[config.mk]
export PLATFORM = sky130hd
export DESIGN_NAME = trailing_one_scanner
export DESIGN_NICKNAME = d
export VERILOG_FILES = /design/src/rtl/trailing_one_scanner.sv
export SDC_FILE = /design/constraint.sdc
export NUM_CORES = 1
export LEC_CHECK = 0
export CAP_MARGIN = 20
export CORE_MARGIN = 3
export CORE_UTILIZATION = 49
export DETAILED_ROUTE_END_ITERATION = 6
export MAX_ROUTING_LAYER = met4
export PLACE_DENSITY = 0.89
export SYNTH_ARGS = -nofsm -noshare
export SYNTH_HDL_FRONTEND = slang
export SYNTH_SLANG_ARGS = --single-unit
[constraint.sdc]
create_clock -name i_clk -period 3.5 [get_ports i_clk]
set_input_delay 0.525 -clock i_clk [delete_from_list [all_inputs] [get_ports i_clk]]
set_output_delay 0.525 -clock i_clk [all_outputs]
set_load 0.01 [all_outputs]
[src/rtl/trailing_one_scanner.sv]
// ---------------------------------------------------------------------------
// trailing_one_scanner
//
// Purpose:
//   Accepts a DATA_WD-bit request mask over a valid/ready handshake and then
//   emits the index of every set bit, lowest first, one index per output
//   handshake. The final index of a mask is flagged with o_last. An all-zero
//   mask still produces exactly one beat (index 0, o_empty=1, o_last=1) so the
//   consumer always sees a terminating beat for every accepted mask.
//
// Parameters:
//   DATA_WD  input vector width (>= 2, any value, not just powers of two)
//   IND_WD   index width, defaults to $clog2(DATA_WD)
//
// Ports:
//   i_clk    clock, all state changes on the rising edge
//   i_rst_n  asynchronous active-low reset
//   i_valid  input mask valid
//   o_ready  block can accept a mask this cycle
//   i_a      mask to scan, sampled only on the input handshake
//   o_valid  o_index / o_last / o_empty are valid
//   i_ready  consumer accepts the current index
//   o_index  position of the lowest remaining set bit
//   o_last   current beat is the final beat of this mask
//   o_empty  accepted mask was all-zero
//
// Configuration:
//   TRAILING_ONE_SCANNER_BACK2BACK_EN
//     When defined, a new mask may be accepted on the same edge as the final
//     output handshake of the previous one, removing the idle bubble between
//     masks. o_ready then depends combinationally on i_ready. When undefined,
//     o_ready is asserted only in IDLE.
//
//   All outputs except o_ready (in the back-to-back build) are functions of
//   registered state only; i_a and i_valid never reach o_valid, o_index,
//   o_last or o_empty combinationally.
// ---------------------------------------------------------------------------
module trailing_one_scanner #(
  parameter int DATA_WD = 8,
  parameter int IND_WD  = $clog2(DATA_WD)
) (
  input  logic               i_clk,
  input  logic               i_rst_n,
  input  logic               i_valid,
  output logic               o_ready,
  input  logic [DATA_WD-1:0] i_a,
  output logic               o_valid,
  input  logic               i_ready,
  output logic [IND_WD-1:0]  o_index,
  output logic               o_last,
  output logic               o_empty
);

  typedef enum logic {
    ST_IDLE = 1'b0,
    ST_SCAN = 1'b1
  } state_t;

  state_t             state_q;
  state_t             state_d;
  logic [DATA_WD-1:0] vec_q;
  logic [DATA_WD-1:0] vec_d;
  logic               empty_q;
  logic               empty_d;

  logic [DATA_WD-1:0] low_bit;
  logic [DATA_WD-1:0] rest_vec;
  logic [IND_WD-1:0]  low_index;
  logic               in_scan;
  logic               scan_last;
  logic               in_fire;
  logic               out_fire;

  // The lowest set bit is isolated with the two's-complement trick
  // (vec & -vec), and the remaining mask after consuming it is vec & (vec-1).
  // When only one bit is left the remainder is zero, which marks the last beat.
  assign low_bit  = vec_q & (~vec_q + DATA_WD'(1));
  assign rest_vec = vec_q & (vec_q - DATA_WD'(1));

  // Binary encode of the isolated one-hot bit. The loop covers exactly
  // DATA_WD positions, so non-power-of-two widths encode correctly and no
  // index at or above DATA_WD can ever appear. With at most one bit set in
  // low_bit, the OR-reduction behaves as a plain one-hot encoder.
  always_comb begin
    low_index = '0;
    for (int i = 0; i < DATA_WD; i++) begin
      if (low_bit[i]) begin
        low_index = low_index | IND_WD'(i);
      end
    end
  end

  // Handshake qualifiers shared by the next-state and output logic. An
  // all-zero mask is forced to be its own last beat so it terminates after a
  // single transfer.
  assign in_scan   = (state_q == ST_SCAN);
  assign scan_last = in_scan & (empty_q | (rest_vec == '0));
  assign in_fire   = i_valid & o_ready;
  assign out_fire  = o_valid & i_ready;

  // State register and working mask. Reset clears everything asynchronously
  // so a scan in progress is abandoned immediately and leaves no residual
  // beats once reset is released.
  always_ff @(posedge i_clk or negedge i_rst_n) begin
    if (!i_rst_n) begin
      state_q <= ST_IDLE;
      vec_q   <= '0;
      empty_q <= 1'b0;
    end else begin
      state_q <= state_d;
      vec_q   <= vec_d;
      empty_q <= empty_d;
    end
  end

  // Next-state logic. In IDLE a mask is captured on the input handshake. In
  // SCAN each output handshake clears the lowest set bit; the last handshake
  // returns to IDLE, or in the back-to-back build may load the next mask on
  // the very same edge and stay in SCAN.
  always_comb begin
    state_d = state_q;
    vec_d   = vec_q;
    empty_d = empty_q;
    case (state_q)
      ST_IDLE: begin
        if (in_fire) begin
          vec_d   = i_a;
          empty_d = (i_a == '0);
          state_d = ST_SCAN;
        end
      end
      ST_SCAN: begin
        if (out_fire) begin
          vec_d = rest_vec;
          if (scan_last) begin
            state_d = ST_IDLE;
`ifdef TRAILING_ONE_SCANNER_BACK2BACK_EN
            if (in_fire) begin
              vec_d   = i_a;
              empty_d = (i_a == '0);
              state_d = ST_SCAN;
            end
`endif
          end
        end
      end
      default: begin
        state_d = ST_IDLE;
      end
    endcase
  end

  // Output logic. Beat outputs are gated by SCAN so that IDLE (and reset)
  // always presents zeros regardless of whatever is left in vec_q. An empty
  // mask reports index 0.
  always_comb begin
    o_valid = in_scan;
    o_index = (in_scan && !empty_q) ? low_index : '0;
    o_last  = scan_last;
    o_empty = in_scan & empty_q;
`ifdef TRAILING_ONE_SCANNER_BACK2BACK_EN
    o_ready = (state_q == ST_IDLE) | (scan_last & i_ready);
`else
    o_ready = (state_q == ST_IDLE);
`endif
  end

endmodule
==> flow_metrics.tcl, run 1 <==
set metrics [dict create \
    peakVddDrop_mv 0.654 \
    critPathMaxFanout 7 \
    area_delta_synth_final_pct 31.3 \
    drtIter0Drc 14 \
    instances_no_fill 105 \
    synth_edf_count 0 \
    ys_ff_latch 10 \
    wl_mm 1.62 \
    drive_gt1_share_pct 6.59 \
    synthArstFlopShare_pct 100 \
    tightest_slew_ns 0.639 \
    whs_ns 0.562 \
    finalSetupTns_ns 0 \
    antennaDiodeCount 0 \
    clock-sinks 10 \
    drtPass1Iterations 4 \
    fin_crit_sh_pct 85.8 \
    die_area_um2 1860 \
    swShare_pct 41.9 \
    p_sw_mw 0.336 \
    num-fill-cells 87 \
    p_comb_share_pct 52.3 \
    ant_nets 0 \
    nets 104 \
    p_int_mw 0.466 \
    finClkSkew_ns 0.000957 \
    grt_overflow 0 \
    status "complete, no violations" \
    yosys.area.top_type "dfrtp_1" \
    hold_viol_final 0 \
    crit_required_ns 2.97 \
    power_density_nw_per_um2 904 \
    worstPathArrival_ns 2.48 \
    start_kind "flip-flop" \
    cts_resized 0 \
    relSlewSlack_pct 57.4 \
    grt_pass1_vias 595 \
    antenna_found_initial 0 \
    hp-class "input port to async pin" \
    finalCriticalPeriod_ns 3.00 \
    postCtsSetupRepairBufs 0 \
    yosys_most_used_dff "dfrtp_1" \
    cellLeakagePower_nw 0.364 \
    track_usage_pct 20.2 \
    cts_max_level 1 \
    yosysUniqueCellTypes 33 \
    die_w_um 43.1 \
    clock.fmax_ghz 0.333 \
    via_per_inst 6.27 \
    synthCells 75 \
    io_pins 19 \
    port_buffers 18 \
    p_clk_share_pct 13.3 \
    dp.cells 101 \
    drv_cap 0 \
    ys_warn_count 0 \
    final_cell_mix "clkdlybuf4s50_1 (18), dfrtp_1 (10), mux2i_1 (7), o21ai_0 (6)" \
    synth.avg_cell_area_um2 9.01 \
    hpwl_mm 1.17 \
    cts-hold-fix-buffers 0 \
    yosysSeqAreaShare_pct 37.0 \
    layout_commonest_cell "clkdlybuf4s50_1" \
    place_ws_ns 0.806 \
    die_h_um 43.1 \
    core_um2 1200 \
    seqPwrFrac_pct 34.4 \
    cts-root-buf "clkbuf_4" \
    cts_inserted_buffers 3 \
    rows 12 \
    clock_path_buffers 2 \
    finalPower_mw 0.802 \
    synth_top_area_share_pct 37.0 \
    cts_tree "yes" \
    vias 658 \
    setup_viol_count_final 0 \
    synth_fp_nets 87 \
    initial_utilization_pct 56.3 \
    synth_area_um2 676 \
    clk_latency_ns 0.27 \
    wl_per_cell_um 15.4 \
    final_max_slew_viol_count 0 \
    grt_pass1_wl_mm 2.71 \
    critPathCaptureType "output pin" \
    drc 0 \
    gp_congestion 0.812 \
    yosys-top-cells-area "dfrtp_1 (37%), mux2i_1 (10%), o21ai_0 (4.4%), nor4_1 (3.7%), clkbuf_1 (3.3%)" \
    grt_start_max_net_pins 24 \
    clk_pin_slew_ns 0.07 \
    setup_slack_ns 0.496 \
    worstSetupPathType "flip-flop to output pin" \
    rsz0062_at_grt "no" \
]
cell families (layout without fill, tap and decap cells):
kind of cell | after synthesis | in the layout | share of synthesized area [%]
AND/OR/NAND/NOR | 20 | 20 | 16.3
buffers and inverters | 9 | 25 | 5.00
flip-flops | 10 | 10 | 37.0
AO/OA/AOI/OAI | 28 | 28 | 29.8
adder cells (fa/ha/maj) | 1 | 1 | 1.48
multiplexers | 7 | 7 | 10.4
final timing paths:
check | startpoint | to | slack (ns) | depth (start not counted)
max reg2reg | vec_q[2] | o_valid | 1.69 | 4
min in group i_clk | vec_q[3] | vec_q[3] | 0.63 | 2
max | vec_q[2] | o_last | 0.50 | 5
min | i_rst_n | vec_q[4] | 0.56 | 1
min reg2reg | vec_q[3] | vec_q[3] | 0.63 | 2
max in group asynchronous | i_rst_n | vec_q[2] | 2.63 | 1
metrics by stage:
step           util [%]  cell area [um^2]
5_1_grt            73.9               887
3_5_place_dp       70.8               851
2_1_floorplan         -               676
6_report           73.9               887
4_1_cts            73.9               887
3_3_place_gp       70.8               851
registers in the layout, summed over array words and instances, names as in the netlist:
name     cells
o_valid      1
vec_q        8
empty_q      1
worst max-delay path: stages (launching register included):
cell	delay [ns]
dfrtp_1	0.45
or4_4	0.56
a2111oi_1	0.34
o31a_1	0.22
o21a_1	0.11
clkdlybuf4s50_1	0.53
power by group through the flow:
stage | Clock, mW | Sequential (mW) | Combinational (mW)
2_1_floorplan | 0 | 0.209 | 0.309
3_3_place_gp | 0 | 0.268 | 0.413
3_5_place_dp | 0 | 0.274 | 0.416
4_1_cts | 0.108 | 0.271 | 0.420
5_1_grt | 0.118 | 0.288 | 0.461
6_report | 0.107 | 0.276 | 0.419
synthesized netlist by cell type (2+ instances only):
cell / instances
dfrtp_1: 10
mux2i_1: 7
clkbuf_1: 6
o21ai_0: 6
nor2_1: 4
nor4_1: 4
inv_1: 3
nand3_1: 3
o211ai_1: 3
a21oi_1: 2
nand2_1: 2
nor2b_1: 2
o21a_1: 2
o21ai_1: 2
cell type report:
| cell class | count | area (um^2) | area share, % |
|---|---|---|---|
| multi-input combinational | 56 | 392 | 44.1 |
| clock buffer | 4 | 36.3 | 4.09 |
| sequential | 10 | 250 | 28.2 |
| tap | 14 | 17.5 | 1.97 |
| timing repair buffer | 18 | 180 | 20.3 |
| inverter | 3 | 11.3 | 1.27 |
layer usage:
| layer | global-route usage, % | wire length, um | share of wire [%] | up-vias |
|---|---|---|---|---|
| li1 | - | - | - | 325 |
| met1 | 27.3 | 783 | 48 | 304 |
| met2 | 28.6 | 725 | 45 | 24 |
| met3 | 4.24 | 82 | 5.1 | 5 |
| met4 | 9.04 | 31 | 1.9 | 0 |
| met5 | - | 0 | 0 | - |
No activity file was read; power rests on OpenSTA's default activity.
==> run 2, diff against run 1 <==
--- a/config.mk
+++ b/config.mk
@@ -7,10 +7,10 @@
 export LEC_CHECK = 0
 export CAP_MARGIN = 20
 export CORE_MARGIN = 3
-export CORE_UTILIZATION = 49
+export CORE_UTILIZATION = 45
 export DETAILED_ROUTE_END_ITERATION = 6
 export MAX_ROUTING_LAYER = met4
-export PLACE_DENSITY = 0.89
+export PLACE_DENSITY = 0.83
 export SYNTH_ARGS = -nofsm -noshare
 export SYNTH_HDL_FRONTEND = slang
 export SYNTH_SLANG_ARGS = --single-unit
==> constraint.sdc (replaced) <==
create_clock -name i_clk -period 3.2 [get_ports i_clk]
set_input_delay 0.48 -clock i_clk [delete_from_list [all_inputs] [get_ports i_clk]]
set_output_delay 0.48 -clock i_clk [all_outputs]
set_load 0.01 [all_outputs]
==> run 2 against run 1 <==
Core utilization is 9.1 points lower. Sequential power is 8.0% higher. Flip-flop and latch count stayed put. Critical path depth stayed put. Cell count stayed put. Register-to-register slack worse by 0.28 ns. Routed wire length is 3.5% lower. Critical path type unchanged. Largest cell class unchanged. Largest power group unchanged. Highest routed layer unchanged.
==> flow_metrics.tcl, run 2 (synthesis gave the netlist of run 1 again) <==
set metrics [dict create \
    status "complete, no violations" \
    worstPathArrival_ns 2.44 \
    rsz0062_at_grt "no" \
    cts-hold-fix-buffers 0 \
    layout_commonest_cell "clkdlybuf4s50_1" \
    crit_required_ns 2.72 \
    final_util_pct 64.8 \
    wl_per_cell_um 14.9 \
    cts_max_level 1 \
    area_delta_synth_final_pct 29.4 \
    hold_viol_final 0 \
    slowest_delay_ns 0.56 \
    antennaDiodeCount 0 \
    drtPass1Iterations 4 \
    r2r_slack_ns 1.41 \
    clk_latency_ns 0.26 \
    postCtsSetupRepairBufs 0 \
    num-fill-cells 116 \
    antenna_found_initial 0 \
    finalSetupTns_ns 0 \
    cellLeakagePower_nw 0.357 \
    relSlewSlack_pct 57.4 \
    cts-root-buf "clkbuf_4" \
    hp-class "input port to async pin" \
    place_ws_ns 0.539 \
    drv_cap 0 \
    die_area_um2 2000 \
    cts_resized 0 \
    hpwl_mm 1.16 \
    track_usage_pct 18.3 \
    setup_viol_count_final 0 \
    peakVddDrop_mv 0.581 \
    finalCriticalPeriod_ns 2.92 \
    multi_input_comb_area_um2 392 \
    power_density_nw_per_um2 956 \
    cp.depth 5 \
    drtIter0Drc 10 \
    grt_pass1_vias 568 \
    path_cells "or4_4 -> a2111oi_1 -> o31a_1 -> o21a_1 -> clkdlybuf4s50_1" \
    nets 104 \
    setup_slack_ns 0.275 \
    gp_congestion 0.767 \
    cp_top_family "compound AO/OA/AOI/OAI gates" \
    cts_tree "yes" \
    port_buffers 18 \
    finClkSkew_ns 0.00446 \
    via_per_inst 6.12 \
    critPathCaptureType "output pin" \
    largest_register_ff_count 8 \
    grt_overflow 0 \
    die_w_um 44.8 \
    clock.fmax_ghz 0.342 \
    r2r_cells 4 \
    io_pins 19 \
    worstSetupPathType "flip-flop to output pin" \
    crit_buf_inv 1 \
    initial_utilization_pct 50.0 \
    start_kind "flip-flop" \
    fin_crit_sh_pct 91.4 \
    cts_inserted_buffers 3 \
    die_h_um 44.8 \
    drc 0 \
    grt_start_max_net_pins 24 \
    final_cell_mix "clkdlybuf4s50_1 (18), dfrtp_1 (10), mux2i_1 (7), o21ai_0 (6)" \
    critPathMaxFanout 7 \
    drive_gt1_share_pct 5.56 \
    vias 643 \
    wl_mm 1.57 \
    clk_pin_slew_ns 0.06 \
    ant_nets 0 \
    timing.rr.start "vec_q[2]" \
    rows 13 \
    tightest_slew_ns 0.639 \
    layout.area.seq_um2 250 \
    clock-sinks 10 \
    r2r-end "o_valid" \
    largest_register "vec_q" \
    slowest_stage "or4_4" \
    final_max_slew_viol_count 0 \
    core_um2 1350 \
    clock_path_buffers 2 \
    grt_pass1_wl_mm 2.53 \
]
[run 2: final cells by class]
class / instances / area share [%]
clock buffer: 3 / 2.58
inverter: 3 / 1.29
multi-input combinational: 56 / 44.8
sequential: 10 / 28.6
tap: 15 / 2.15
timing repair buffer: 18 / 20.6
[run 2: report_power, final]
group          switching, mW  leakage [nW]  internal, mW
sequential             0.124         0.128         0.175
clock                 0.0402        0.0138        0.0433
combinational          0.188         0.215         0.266
total                  0.352         0.357         0.484
[run 2: worst max-delay path by stage]
stage,from,endpoint
3_3_place_gp,vec_q[3],o_last
6_report,vec_q[2],o_last
4_1_cts,vec_q[3],o_last
5_1_grt,vec_q[3],o_last
2_1_floorplan,vec_q[3],o_last
3_5_place_dp,vec_q[3],o_last
[run 2: worst register-to-register path, delay by kind of cell (launching register included)]
kind / cells / cell delay [ns]
AO/OA/AOI/OAI: 3 / 0.64
AND/OR/NAND/NOR: 1 / 0.56
flip-flops: 1 / 0.44
[run 2: layer usage]
metal / track usage (%) / share of wire, %
met5: - / 0
met4: 10.8 / 0.58
met3: 3.19 / 5.2
met2: 27.2 / 44
met1: 23.2 / 50
[run 2: through the flow]
step | hold slack, ns | cell area, um^2 | cells | total power, mW
6_report | 0.533 | 875 | 105 | 0.836
5_1_grt | 0.565 | 875 | 105 | 0.904
4_1_cts | 0.538 | 875 | 105 | 0.837
3_5_place_dp | 0.624 | 852 | 102 | 0.750
3_3_place_gp | 0.601 | 852 | 102 | 0.741
2_1_floorplan | 0.184 | 676 | 75 | 0.567
